$ cat config.mk
export PLATFORM = sky130hd
export DESIGN_NAME = spi_daisy_slave
export DESIGN_NICKNAME = d
export VERILOG_FILES = /design/src/rtl/spi_pkg.sv /design/src/rtl/spi_sync_edge.sv /design/src/rtl/spi_daisy_slave.sv
export SDC_FILE = /design/constraint.sdc
export NUM_CORES = 1
export LEC_CHECK = 0
export CAP_MARGIN = 10
export CORE_ASPECT_RATIO = 0.7
export CORE_UTILIZATION = 53
export CTS_CLUSTER_SIZE = 16
export DETAILED_ROUTE_END_ITERATION = 12
export PLACE_DENSITY_LB_ADDON = 0.3
export SYNTH_ARGS = -nofsm -noshare
export SYNTH_HDL_FRONTEND = slang
export SYNTH_SLANG_ARGS = --single-unit
$ cat constraint.sdc
create_clock -name clk -period 1.8 [get_ports clk]
set_input_delay 0.45 -clock clk [delete_from_list [all_inputs] [get_ports clk]]
set_output_delay 0.45 -clock clk [all_outputs]
set_load 0.1 [all_outputs]
$ cat src/rtl/spi_pkg.sv
// Shared types and defaults for the SPI daisy-chain receive slave.
// Optional feature macro: SPI_DAISY_SLAVE_FRAME_CHECK_EN (adds frame_err).
package spi_pkg;

  typedef enum logic [1:0] {
    IDLE  = 2'd0,
    SHIFT = 2'd1,
    DONE  = 2'd2
  } spi_slv_state_t;

  localparam int SPI_DATA_W_DEFAULT      = 8;
  localparam int SPI_SYNC_STAGES_DEFAULT = 2;

  // Saturation value of the received-bit counter. With frame checking the
  // counter runs further so over-long frames can be told apart from exact
  // multiples of the word width.
  function automatic int spi_cnt_max(input int data_w);
`ifdef SPI_DAISY_SLAVE_FRAME_CHECK_EN
    return (2 * data_w) - 1;
`else
    return data_w;
`endif
  endfunction

endpackage

$ cat src/rtl/spi_sync_edge.sv
// Multi-stage synchroniser for one asynchronous input, followed by a history
// flop that turns level changes into single-cycle rise/fall pulses.
module spi_sync_edge
  import spi_pkg::*;
#(
  parameter int   STAGES  = SPI_SYNC_STAGES_DEFAULT,
  parameter logic RST_VAL = 1'b0
) (
  input  logic i_clk,
  input  logic i_rst,
  input  logic i_d,
  output logic o_level,
  output logic o_rise,
  output logic o_fall
);

  logic [STAGES-1:0] r_sync;
  logic              r_hist;

  // Synchroniser chain plus one history flop; all preset to the idle level.
  always_ff @(posedge i_clk or negedge i_rst) begin
    if (!i_rst) begin
      r_sync <= {STAGES{RST_VAL}};
      r_hist <= RST_VAL;
    end else begin
      r_sync <= {r_sync[STAGES-2:0], i_d};
      r_hist <= r_sync[STAGES-1];
    end
  end

  assign o_level = r_sync[STAGES-1];
  assign o_rise  = r_sync[STAGES-1] & ~r_hist;
  assign o_fall  = ~r_sync[STAGES-1] & r_hist;

endmodule

$ cat src/rtl/spi_daisy_slave.sv
// SPI mode-0 MSB-first receive slave with daisy-chain pass-through.
// sclk/cs/mosi are oversampled on clk; completed frames appear on rx_data
// with a one-cycle rx_valid strobe.
// Optional feature macro: SPI_DAISY_SLAVE_FRAME_CHECK_EN (adds frame_err).
module spi_daisy_slave
  import spi_pkg::*;
#(
  parameter int DATA_W      = SPI_DATA_W_DEFAULT,
  parameter int SYNC_STAGES = SPI_SYNC_STAGES_DEFAULT
) (
  input  logic              clk,
  input  logic              rst,
  input  logic              sclk,
  input  logic              cs,
  input  logic              mosi,
  output logic              dout,
  output logic [DATA_W-1:0] rx_data,
  output logic              rx_valid,
`ifdef SPI_DAISY_SLAVE_FRAME_CHECK_EN
  output logic              frame_err,
`endif
  output logic              busy
);

  localparam int CNT_MAX = spi_cnt_max(DATA_W);
  localparam int CNT_W   = $clog2(CNT_MAX + 1);
  localparam logic [CNT_W-1:0] CNT_MAX_C  = CNT_W'(CNT_MAX);
  localparam logic [CNT_W-1:0] CNT_FULL_C = CNT_W'(DATA_W);
  localparam logic [CNT_W-1:0] CNT_ONE_C  = CNT_W'(1);
  localparam logic [CNT_W-1:0] CNT_ZERO_C = CNT_W'(0);

  // Conditioned inputs
  logic w_sclk_lvl, w_sclk_rise, w_sclk_fall;
  logic w_cs_lvl, w_cs_rise, w_cs_fall;
  logic w_mosi_lvl, w_mosi_rise, w_mosi_fall;
  logic w_unused_edges;

  spi_sync_edge #(.STAGES(SYNC_STAGES), .RST_VAL(1'b0)) u_sync_sclk (
    .i_clk(clk), .i_rst(rst), .i_d(sclk),
    .o_level(w_sclk_lvl), .o_rise(w_sclk_rise), .o_fall(w_sclk_fall)
  );

  spi_sync_edge #(.STAGES(SYNC_STAGES), .RST_VAL(1'b1)) u_sync_cs (
    .i_clk(clk), .i_rst(rst), .i_d(cs),
    .o_level(w_cs_lvl), .o_rise(w_cs_rise), .o_fall(w_cs_fall)
  );

  spi_sync_edge #(.STAGES(SYNC_STAGES), .RST_VAL(1'b0)) u_sync_mosi (
    .i_clk(clk), .i_rst(rst), .i_d(mosi),
    .o_level(w_mosi_lvl), .o_rise(w_mosi_rise), .o_fall(w_mosi_fall)
  );

  // Only edges of sclk/cs and the level of mosi drive the datapath.
  assign w_unused_edges = w_sclk_lvl ^ w_cs_lvl ^ w_mosi_rise ^ w_mosi_fall;

  // State and datapath registers
  spi_slv_state_t    r_state, w_state_nxt;
  logic [DATA_W-1:0] r_shreg, w_shreg_nxt;
  logic [CNT_W-1:0]  r_cnt, w_cnt_nxt;
  logic              r_dout, w_dout_nxt;
  logic [DATA_W-1:0] r_rx_data, w_rx_data_nxt;
  logic              r_rx_valid, w_rx_valid_nxt;
  logic              r_busy, w_busy_nxt;
`ifdef SPI_DAISY_SLAVE_FRAME_CHECK_EN
  logic              r_frame_err, w_frame_err_nxt;
`endif

  // FSM state register.
  always_ff @(posedge clk or negedge rst) begin
    if (!rst) begin
      r_state <= IDLE;
    end else begin
      r_state <= w_state_nxt;
    end
  end

  // Next-state and datapath decode; an sclk rise coinciding with a cs rise
  // is shifted in before leaving SHIFT, edges outside SHIFT are dropped.
  always_comb begin
    w_state_nxt    = r_state;
    w_shreg_nxt    = r_shreg;
    w_cnt_nxt      = r_cnt;
    w_dout_nxt     = r_dout;
    w_rx_data_nxt  = r_rx_data;
    w_rx_valid_nxt = 1'b0;
`ifdef SPI_DAISY_SLAVE_FRAME_CHECK_EN
    w_frame_err_nxt = 1'b0;
`endif
    case (r_state)
      IDLE: begin
        if (w_cs_fall) begin
          w_state_nxt = SHIFT;
          w_cnt_nxt   = CNT_ZERO_C;
        end else begin
          w_state_nxt = IDLE;
        end
      end
      SHIFT: begin
        if (w_sclk_rise) begin
          w_shreg_nxt = {r_shreg[DATA_W-2:0], w_mosi_lvl};
          if (r_cnt < CNT_MAX_C) begin
            w_cnt_nxt = r_cnt + CNT_ONE_C;
          end else begin
            w_cnt_nxt = r_cnt;
          end
        end else begin
          w_shreg_nxt = r_shreg;
        end
        if (w_sclk_fall) begin
          w_dout_nxt = r_shreg[DATA_W-1];
        end else begin
          w_dout_nxt = r_dout;
        end
        if (w_cs_rise) begin
          w_state_nxt = DONE;
        end else begin
          w_state_nxt = SHIFT;
        end
      end
      DONE: begin
        // A saturated count means at least DATA_W bits arrived; the shift
        // register then holds the last DATA_W of them.
        if (r_cnt >= CNT_FULL_C) begin
          w_rx_data_nxt  = r_shreg;
          w_rx_valid_nxt = 1'b1;
        end else begin
          w_rx_data_nxt  = r_rx_data;
          w_rx_valid_nxt = 1'b0;
        end
`ifdef SPI_DAISY_SLAVE_FRAME_CHECK_EN
        // Counts above DATA_W saturate below 2*DATA_W, so any non-zero
        // count other than DATA_W is a partial or misaligned frame.
        if ((r_cnt != CNT_ZERO_C) && (r_cnt != CNT_FULL_C)) begin
          w_frame_err_nxt = 1'b1;
        end else begin
          w_frame_err_nxt = 1'b0;
        end
`endif
        w_state_nxt = IDLE;
      end
      default: begin
        w_state_nxt = IDLE;
      end
    endcase
    w_busy_nxt = (w_state_nxt == SHIFT);
  end

  // Datapath and output registers.
  always_ff @(posedge clk or negedge rst) begin
    if (!rst) begin
      r_shreg    <= {DATA_W{1'b0}};
      r_cnt      <= CNT_ZERO_C;
      r_dout     <= 1'b0;
      r_rx_data  <= {DATA_W{1'b0}};
      r_rx_valid <= 1'b0;
      r_busy     <= 1'b0;
`ifdef SPI_DAISY_SLAVE_FRAME_CHECK_EN
      r_frame_err <= 1'b0;
`endif
    end else begin
      r_shreg    <= w_shreg_nxt;
      r_cnt      <= w_cnt_nxt;
      r_dout     <= w_dout_nxt;
      r_rx_data  <= w_rx_data_nxt;
      r_rx_valid <= w_rx_valid_nxt;
      r_busy     <= w_busy_nxt;
`ifdef SPI_DAISY_SLAVE_FRAME_CHECK_EN
      r_frame_err <= w_frame_err_nxt;
`endif
    end
  end

  assign dout     = r_dout;
  assign rx_data  = r_rx_data;
  assign rx_valid = r_rx_valid;
  assign busy     = r_busy;
`ifdef SPI_DAISY_SLAVE_FRAME_CHECK_EN
  assign frame_err = r_frame_err;
`endif

endmodule

Word-level counts from Yosys, hierarchy flattened
Cells that the tools add are included.
{"block": "word_totals", "register_bits": 33, "latch_bits": 0, "ram_bits": 0, "mem_bits_ro": 0, "inputBits": 5, "output_inout_bits": 11, "wordCells": 44, "n_memories": 0}
{"block": "op_classes", "n_addsub": 1, "multipliers": 0, "n_div": 0, "n_lt_le_gt_ge": 2, "n_eq_ne": 6, "shifts": 0, "muxes": 9, "bitwise_logic": 8, "reduce_logical": 6}
{"cell": "$mux 4", "count": 3}
{"cell": "$pmux 4 s2", "count": 1}
{"cell": "$reduce_and 2->1", "count": 3}
{"cell": "$add 4x1->4 const B", "count": 1}
{"cell": "$and 1x1->1", "count": 4}
{"cell": "$eq 2x1->1 const B", "count": 2}
{"cell": "$ge 4x4->1 const B", "count": 1}
{"cell": "$lt 4x4->1 const B", "count": 1}
{"cell": "$ne 2x1->1 const B", "count": 2}
{"cell": "$not 1->1", "count": 4}
{"cell": "$pmux 2 s2", "count": 1}
{"cell": "$reduce_and 4->1", "count": 1}
{"cell": "$mux 1", "count": 3}
{"cell": "$eq 2x2->1 const B", "count": 1}
{"cell": "$logic_not 2->1", "count": 1}
{"cell": "$mux 2", "count": 1}
{"cell": "$ne 2x2->1 const B", "count": 1}
{"cell": "$reduce_bool 2->1", "count": 1}

Longest topological paths before layout
Gate-level depths: netlist of the first run.
{"block": "depth", "word_depth": 5, "ltp_mapped": 4, "ltp_nobuf": 4}

Cells and area by module
Synthesis of the first run repeated with hierarchy kept, for this count alone.
{"block": "hier_totals", "hier_cells": 82, "area_unflattened_um2": 1317.5}
{"module": "spi_daisy_slave", "instances": 1, "cells_per_inst": 67, "area_per_inst_um2": 1043.5, "seq_area_each_um2": 625.6}
{"module": "spi_sync_edge (u_sync_mosi ...)", "instances": 2, "cells_per_inst": 5, "area_per_inst_um2": 90.1, "seq_area_each_um2": 75.1}
{"module": "spi_sync_edge (u_sync_cs)", "instances": 1, "cells_per_inst": 5, "area_per_inst_um2": 93.8, "seq_area_each_um2": 78.8}

Worst setup path after synthesis of the first run
Ideal clock, no wire load.
{"block": "synth_path", "kind": "reg-to-output", "start": "reg r_rx_data[0] (netlist: rx_data[0])", "end": "out rx_data[0]", "arrival_time_ps": 894, "required_time_ps": 1350, "path_slack_ps": 456, "stages_incl_launch_ff": 1, "path_buffers": 0, "path_cell_list": "dfrtp_1"}
{"item": "from (decl)", "line": "spi_daisy_slave.sv:61", "text": "logic [DATA_W-1:0] r_rx_data, w_rx_data_nxt;"}
{"item": "from (signal assigned)", "line": "spi_daisy_slave.sv:154", "text": "r_rx_data <= {DATA_W{1'b0}};"}
{"item": "from (signal assigned)", "line": "spi_daisy_slave.sv:164", "text": "r_rx_data <= w_rx_data_nxt;"}
{"item": "to (decl)", "line": "spi_daisy_slave.sv:17", "text": "output logic [DATA_W-1:0] rx_data,"}
No word-level cell between the ends.

Final worst setup path of the first run
{"block": "layout_path", "start": "reg r_state[1]", "end": "reg r_shreg[0]"}
{"block": "layout_via", "elab_chain_len": 2}
{"item": "from (decl)", "line": "spi_daisy_slave.sv:57", "text": "spi_slv_state_t r_state, w_state_nxt;"}
{"item": "from (signal assigned)", "line": "spi_daisy_slave.sv:73", "text": "r_state <= w_state_nxt;"}
{"item": "$eq 2x1->1", "line": "spi_daisy_slave.sv:89", "text": "case (r_state)"}
{"item": "$reduce_and 2->1 (no source line)"}
{"item": "to (signal assigned)", "line": "spi_daisy_slave.sv:151", "text": "r_shreg <= {DATA_W{1'b0}};"}
{"item": "to (signal assigned)", "line": "spi_daisy_slave.sv:161", "text": "r_shreg <= w_shreg_nxt;"}
{"item": "to (decl)", "line": "spi_daisy_slave.sv:58", "text": "logic [DATA_W-1:0] r_shreg, w_shreg_nxt;"}
Every way passes these cells.
A chain may end at the register's enable or synchronous reset.

==> flow_metrics.py, run 1 <==
metrics = {
    "worst_setup_path": {
        "crit_path_start_kind": "flip-flop",
        "endpoint_kind": "flip-flop",
        "crit_buf_inv": 0,
        "worst-setup-path-type": "flip-flop to flip-flop",
        "cp_data_arrival_time_ns": 1.63,
        "cp_top_family": "simple AND/OR/NAND/NOR gates",
        "r2r_end": "r_shreg[0]",
        "r2r-start": "r_state[1]",
        "max_stage_delay_ns": 0.48,
        "cp.required_ns": 2.02,
        "crit_fanout": 11,
        "crit_path_cell_trace": "and4bb_4 > mux2_2",
        "r2r_cells": 2,
        "r2r_setup_slack_ns": 0.39,
        "cpMaxStageDelayCell": "and4bb_4",
    },
    "floorplanning": {
        "core_um2": 2220,
        "ios": 16,
        "num_rows": 14,
        "initial_core_util_pct": 57.9,
        "die-width_um": 60.9,
        "die_area_um2": 2640,
        "die_h_um": 43.3,
    },
    "cells_and_area": {
        "drive_gt1_share_pct": 40.0,
        "final_core_utilization_pct": 74.7,
        "nNetsFinal": 111,
        "num_antenna_cells": 0,
        "syn_to_final_growth_pct": 28.9,
        "fillers": 141,
    },
    "timing": {
        "slew_headroom_pct": 73.7,
        "tns_ns": 0,
        "tightest_slew_ns": 0.394,
        "rsz0062_at_grt": "false",
        "fin_crit_ns": 1.41,
        "finalSetupViolCount": 0,
        "fin_worst_skew_ns": 0.00665,
        "hold_viol": 0,
        "drv_slew": 0,
        "fin_crit_sh_pct": 78.1,
        "max_clock_freq_mhz": 711,
    },
    "synth": {
        "synth_cell_types": 26,
        "syn_area_um2": 1290,
        "synth_nets": 89,
        "yosysTopAreaCell": "dfrtp_1",
        "synth_area_leaders": "dfrtp_1 (58%), mux2_4 (8.2%), mux2_2 (7.9%)",
        "postSynthCellCount": 82,
        "ys_warn_count": 0,
        "yosysTopAreaCellShare_pct": 58.3,
        "yosys_register_bits": 33,
        "synthTopCellsByCount": "dfrtp_1 (30), mux2_2 (9), mux2_4 (7)",
        "avgSynthCellArea_um2": 15.7,
        "ys_seq_area_share_pct": 64.4,
        "yosysMostFrequentCell": "dfrtp_1",
        "ys.flop_type": "dfrtp_1",
        "synth-edff-count": 0,
        "async_flop_share_pct": 100,
    },
    "hold_path": {
        "min_from": "u_sync_mosi.r_sync[0]",
        "min_path_type": "flip-flop to flip-flop",
        "hold_depth": 0,
        "hold_end": "u_sync_mosi.r_sync[1]",
    },
    "place": {
        "dpl.hpwl_mm": 1.30,
        "gp_congestion": 0.834,
        "io_buffer_count": 15,
    },
    "cts": {
        "cts_tree": "built",
        "cts_htree_levels": 2,
        "numCtsBuffers": 5,
        "clk_latency_ns": 0.33,
        "cts.sinks": 33,
        "cts_hold_buf": 0,
        "postCtsSetupBuffers": 0,
        "clkTransAtPathRegs_ns": 0.09,
        "clockRootBuffer": "clkbuf_4",
        "cts_resized": 0,
        "cts_max_path_buffers": 2,
    },
    "power": {
        "p_leak_nw": 0.774,
        "peakVddDrop_v": 0.000655,
        "power_density_nw_per_um2": 1080,
        "p_clk_share_pct": 31.3,
        "seqPwrFrac_pct": 53.1,
        "combPwrFrac_pct": 15.7,
        "internal_power_w": 0.00134,
        "p_total_w": 0.00179,
        "p_sw_w": 0.000446,
        "switching_share_pct": 24.9,
    },
    "job": {
        "max_cap_violations": 0,
    },
    "route": {
        "wl_mm": 1.89,
        "wl_per_cell_um": 13.8,
        "first_pass_iters": 4,
        "via_per_inst": 4.96,
        "drc_errors": 0,
        "ant_nets": 0,
        "num_vias": 680,
        "drtIter0Drc": 13,
    },
    "global_routing": {
        "grt_pass1_vias": 716,
        "met1_usage_pct": 24.7,
        "antenna_found_initial": 0,
        "grt_pass1_wl_mm": 3.27,
        "grt_max_degree": 34,
        "grt_usage_pct": 18.2,
        "use_met3_pct": 7.01,
        "top_usage_layer": "met1",
        "met2_usage_pct": 24.6,
        "grt-ovfl-total": 0,
    },
    "outcome": {
        "outcome": "finished clean",
    },
}
[layout by cell type, fill, tap and decap left out]
cell type / n
dfrtp_1: 30
and4bb_4: 1
buf_4: 1
inv_1: 6
a22oi_1: 1
a21oi_1: 1
dfstp_2: 3
bufinv_16: 1
or3b_2: 1
mux2_1: 1
clkbuf_1: 1
a211oi_1: 1
a21boi_0: 2
clkbuf_8: 1
or4b_1: 1
mux2i_1: 1
xnor2_1: 1
mux2_2: 9
o21ai_1: 1
ha_1: 2
nand2b_1: 1
buf_12: 11
mux2_4: 7
nand2_1: 3
o211ai_1: 1
clkbuf_4: 5
clkdlybuf4s50_1: 4
nand3_1: 2
nand2_4: 1
nand3_2: 1
nand4_1: 1
nor4b_1: 2
[area by class of cell]
| type | instances | area [um2] | share of cell area, % |
|---|---|---|---|
| repair buffers | 16 | 268 | 16.1 |
| inverters | 6 | 22.5 | 1.36 |
| clock inverters | 1 | 30.0 | 1.81 |
| clock buffers | 7 | 55.1 | 3.31 |
| multi-input cells | 42 | 417 | 25.1 |
| flip-flops and latches | 33 | 830 | 49.9 |
| well taps | 32 | 40.0 | 2.41 |
[stage by stage]
step           area [um2]  hold WS (ns)  cells  setup WS (ns)
6_report             1660         0.356    137          0.394
2_1_floorplan        1290         0.154     82          0.456
5_1_grt              1660         0.364    137          0.336
3_3_place_gp         1580         0.335    129          0.431
4_1_cts              1660         0.357    137          0.375
3_5_place_dp         1580         0.336    129          0.384
[flip-flops by register name (all words and copies together) (netlist names)]
signal,cells
r_cnt,4
dout,1
u_sync_cs.r_hist,1
u_sync_sclk.r_hist,1
u_sync_mosi.r_sync,2
busy,1
rx_data,8
r_state,2
rx_valid,1
r_shreg,8
u_sync_sclk.r_sync,2
u_sync_cs.r_sync,2
[metal layers]
metal  wire, um  vias to the layer above
met5          0                        -
met4         23                        0
met3         91                        3
met2        844                       15
met1        934                      329
li1           -                      333
[logic make-up after synthesis]
group,count (synthesis),synth area share (%)
xor+xnor,1,0.680
simple gates,14,8.35
mux,18,17.7
compound gates,7,3.69
buf+inv,7,3.30
fa+ha+maj,2,1.94
flops,33,64.4
[power by group through the flow]
stage	logic (W)	clock network [W]	registers [W]
2_1_floorplan	0.000189	0	0.000960
3_3_place_gp	0.000273	0	0.000956
3_5_place_dp	0.000279	0	0.000965
4_1_cts	0.000283	0.000580	0.000950
5_1_grt	0.000302	0.000614	0.000966
6_report	0.000280	0.000559	0.000949
[how the worst max path moves through the flow]
| stage | depth (start not counted) | to | from | slack [ns] |
|---|---|---|---|---|
| after floorplan | 0 | rx_data[0] | rx_data[0] | 0.46 |
| after CTS | 2 | r_shreg[0] | r_state[1] | 0.37 |
| after global placement | 2 | r_shreg[0] | r_state[1] | 0.43 |
| after detailed placement | 2 | r_shreg[0] | r_state[1] | 0.38 |
| after global routing | 2 | r_shreg[0] | r_state[1] | 0.34 |
| final | 2 | r_shreg[0] | r_state[1] | 0.39 |
Power figures use the tool's default switching activity.
==> inputs of run 2 (changes only) <==
Settings changed: CORE_UTILIZATION 53 to 48.
Clock period 1.8 ns to 1.1 ns, I/O delays scaled along.
==> flow_metrics.py, run 2 (synthesis gave the netlist of run 1 again) <==
metrics = {
    "outcome": {
        "outcome": "finished, violations left",
        "violations": "negative setup slack",
    },
    "route": {
        "drtIter0Drc": 34,
        "wl_per_cell_um": 19.7,
        "first_pass_iters": 5,
        "wl_mm": 3.13,
        "num_vias": 917,
        "ant_nets": 0,
        "drc_errors": 0,
        "via_per_inst": 5.77,
    },
    "floorplanning": {
        "core_um2": 2500,
        "die_area_um2": 2900,
        "die_h_um": 45.4,
        "ios": 16,
        "initial_core_util_pct": 51.6,
        "die-width_um": 63.9,
        "num_rows": 15,
    },
    "power": {
        "p_clk_share_pct": 36.8,
        "switching_share_pct": 25.2,
        "combPwrFrac_pct": 18.9,
        "power_density_nw_per_um2": 1740,
        "seqPwrFrac_pct": 44.3,
        "peakVddDrop_v": 0.00118,
        "p_leak_nw": 0.940,
        "internal_power_w": 0.00268,
        "p_sw_w": 0.000901,
    },
    "place": {
        "io_buffer_count": 15,
        "gp_congestion": 0.858,
        "dp_cells": 141,
        "place_area_um2": 1680,
        "dpl.hpwl_mm": 1.57,
        "pre_cts_slack_ns": -0.260,
    },
    "worst_setup_path": {
        "worst-setup-path-type": "flip-flop to flip-flop",
        "cp.required_ns": 1.30,
        "crit_path_start_kind": "flip-flop",
        "cp_data_arrival_time_ns": 1.60,
        "endpoint_kind": "flip-flop",
        "crit_fanout": 5,
    },
    "cts": {
        "cts_tree": "built",
        "clkTransAtPathRegs_ns": 0.06,
        "cts_hold_buf": 0,
        "cts.sinks": 33,
        "cts_htree_levels": 2,
        "clk_latency_ns": 0.28,
        "cts_max_path_buffers": 2,
        "numCtsBuffers": 5,
        "clockRootBuffer": "clkbuf_8",
    },
    "cells_and_area": {
        "stdcell_area_um2": 2060,
        "fillers": 102,
        "fin_cells": 159,
        "final_cell_mix": "mux2_4 (17), dfrtp_1 (17), dfrtp_2 (13)",
        "syn_to_final_growth_pct": 59.6,
        "nNetsFinal": 131,
        "num_antenna_cells": 0,
        "drive_gt1_share_pct": 69.6,
    },
    "timing": {
        "hold_viol": 0,
        "fin_crit_sh_pct": 128,
        "slew_headroom_pct": 76.8,
        "tightest_slew_ns": 0.346,
        "drv_slew": 0,
        "finalSetupViolCount": 35,
        "fin_worst_skew_ns": 0.00166,
        "rsz0062_at_grt": "true",
        "max_clock_freq_mhz": 712,
        "fin_crit_ns": 1.41,
        "fin_ws_ns": -0.305,
    },
    "global_routing": {
        "grt_max_degree": 34,
        "grt_pass1_vias": 876,
        "grt_usage_pct": 22.6,
        "grt-ovfl-total": 0,
        "grt_pass1_wl_mm": 4.44,
        "antenna_found_initial": 0,
    },
    "job": {
        "max_cap_violations": 0,
    },
    "hold_path": {
        "min_path_type": "flip-flop to flip-flop",
    },
}
run 2: cell types whose count changed in the layout (fill, tap and decap cells not counted), sizes merged:
cell / change
clkbuf: -2
nand3: +1
bufinv: +1
and4bb: +1
clkinv: +1
buf: +18
run 2: through the flow:
stage               hold slack (ns)  TNS [ns]  utilization, %  total power [W]
finish                        0.355     -5.10            82.4          0.00358
global route                  0.358     -6.24            82.4          0.00369
CTS                           0.354     -3.81            79.2          0.00349
detailed placement            0.339     -4.70            67.4          0.00209
global placement              0.333     -3.56            67.4          0.00206
floorplan                   -0.0206     -2.10               -          0.00188
run 2: path summary, 6_finish.rpt:
check | start | endpoint | slack (ns) | cells past startpoint
min in group asynchronous | rst | r_cnt[3] | 0.37 | 2
setup / recovery | r_state[0] | r_cnt[3] | -0.31 | 5
hold / removal | u_sync_sclk.r_sync[0] | u_sync_sclk.r_sync[1] | 0.36 | 0
setup reg to reg | r_state[0] | r_cnt[3] | -0.31 | 5
hold reg to reg | u_sync_sclk.r_sync[0] | u_sync_sclk.r_sync[1] | 0.36 | 0
max in group asynchronous | rst | u_sync_cs.r_hist | 0.48 | 2
run 2: cell type report:
type	count	area (um2)	share of cell area, %
sequential	33	846	41.1
multi-input combinational	44	563	27.4
timing repair buffer	34	449	21.8
clock buffer	5	68.8	3.35
clock inverter	3	65.1	3.16
tap	34	42.5	2.07
inverter	6	22.5	1.09
run 2: repair_timing:
item | in CTS | in global routing
pin swaps | 5 | 5
endpoints found under the setup margin | 34 | 36
cloned | 2 | 0
gates resized for setup | 26 | 13
buffers inserted | 4 | 4
run 2: critical path, cell delays in order, from the launching register on:
cell	delay (ns)
dfrtp_1	0.43
buf_6	0.13
and4bb_4	0.33
buf_6	0.13
nand4_1	0.12
o21ai_1	0.17
run 2: metal layers:
metal | part of all wire (%) | wire length, um | track usage (%)
met5 | 0 | 0 | 0
met3 | 5.6 | 176 | 8.59
met2 | 49 | 1530 | 37.4
met1 | 43 | 1340 | 26.1
met4 | 2.5 | 79 | 12.3
run 2: power groups by stage:
stage / Combinational (W) / Clock, W / Sequential (W)
3_5_place_dp: 0.000519 / 0 / 0.00158
6_report: 0.000676 / 0.00132 / 0.00159
2_1_floorplan: 0.000310 / 0 / 0.00157
4_1_cts: 0.000583 / 0.00135 / 0.00156
5_1_grt: 0.000696 / 0.00139 / 0.00160
3_3_place_gp: 0.000502 / 0 / 0.00156
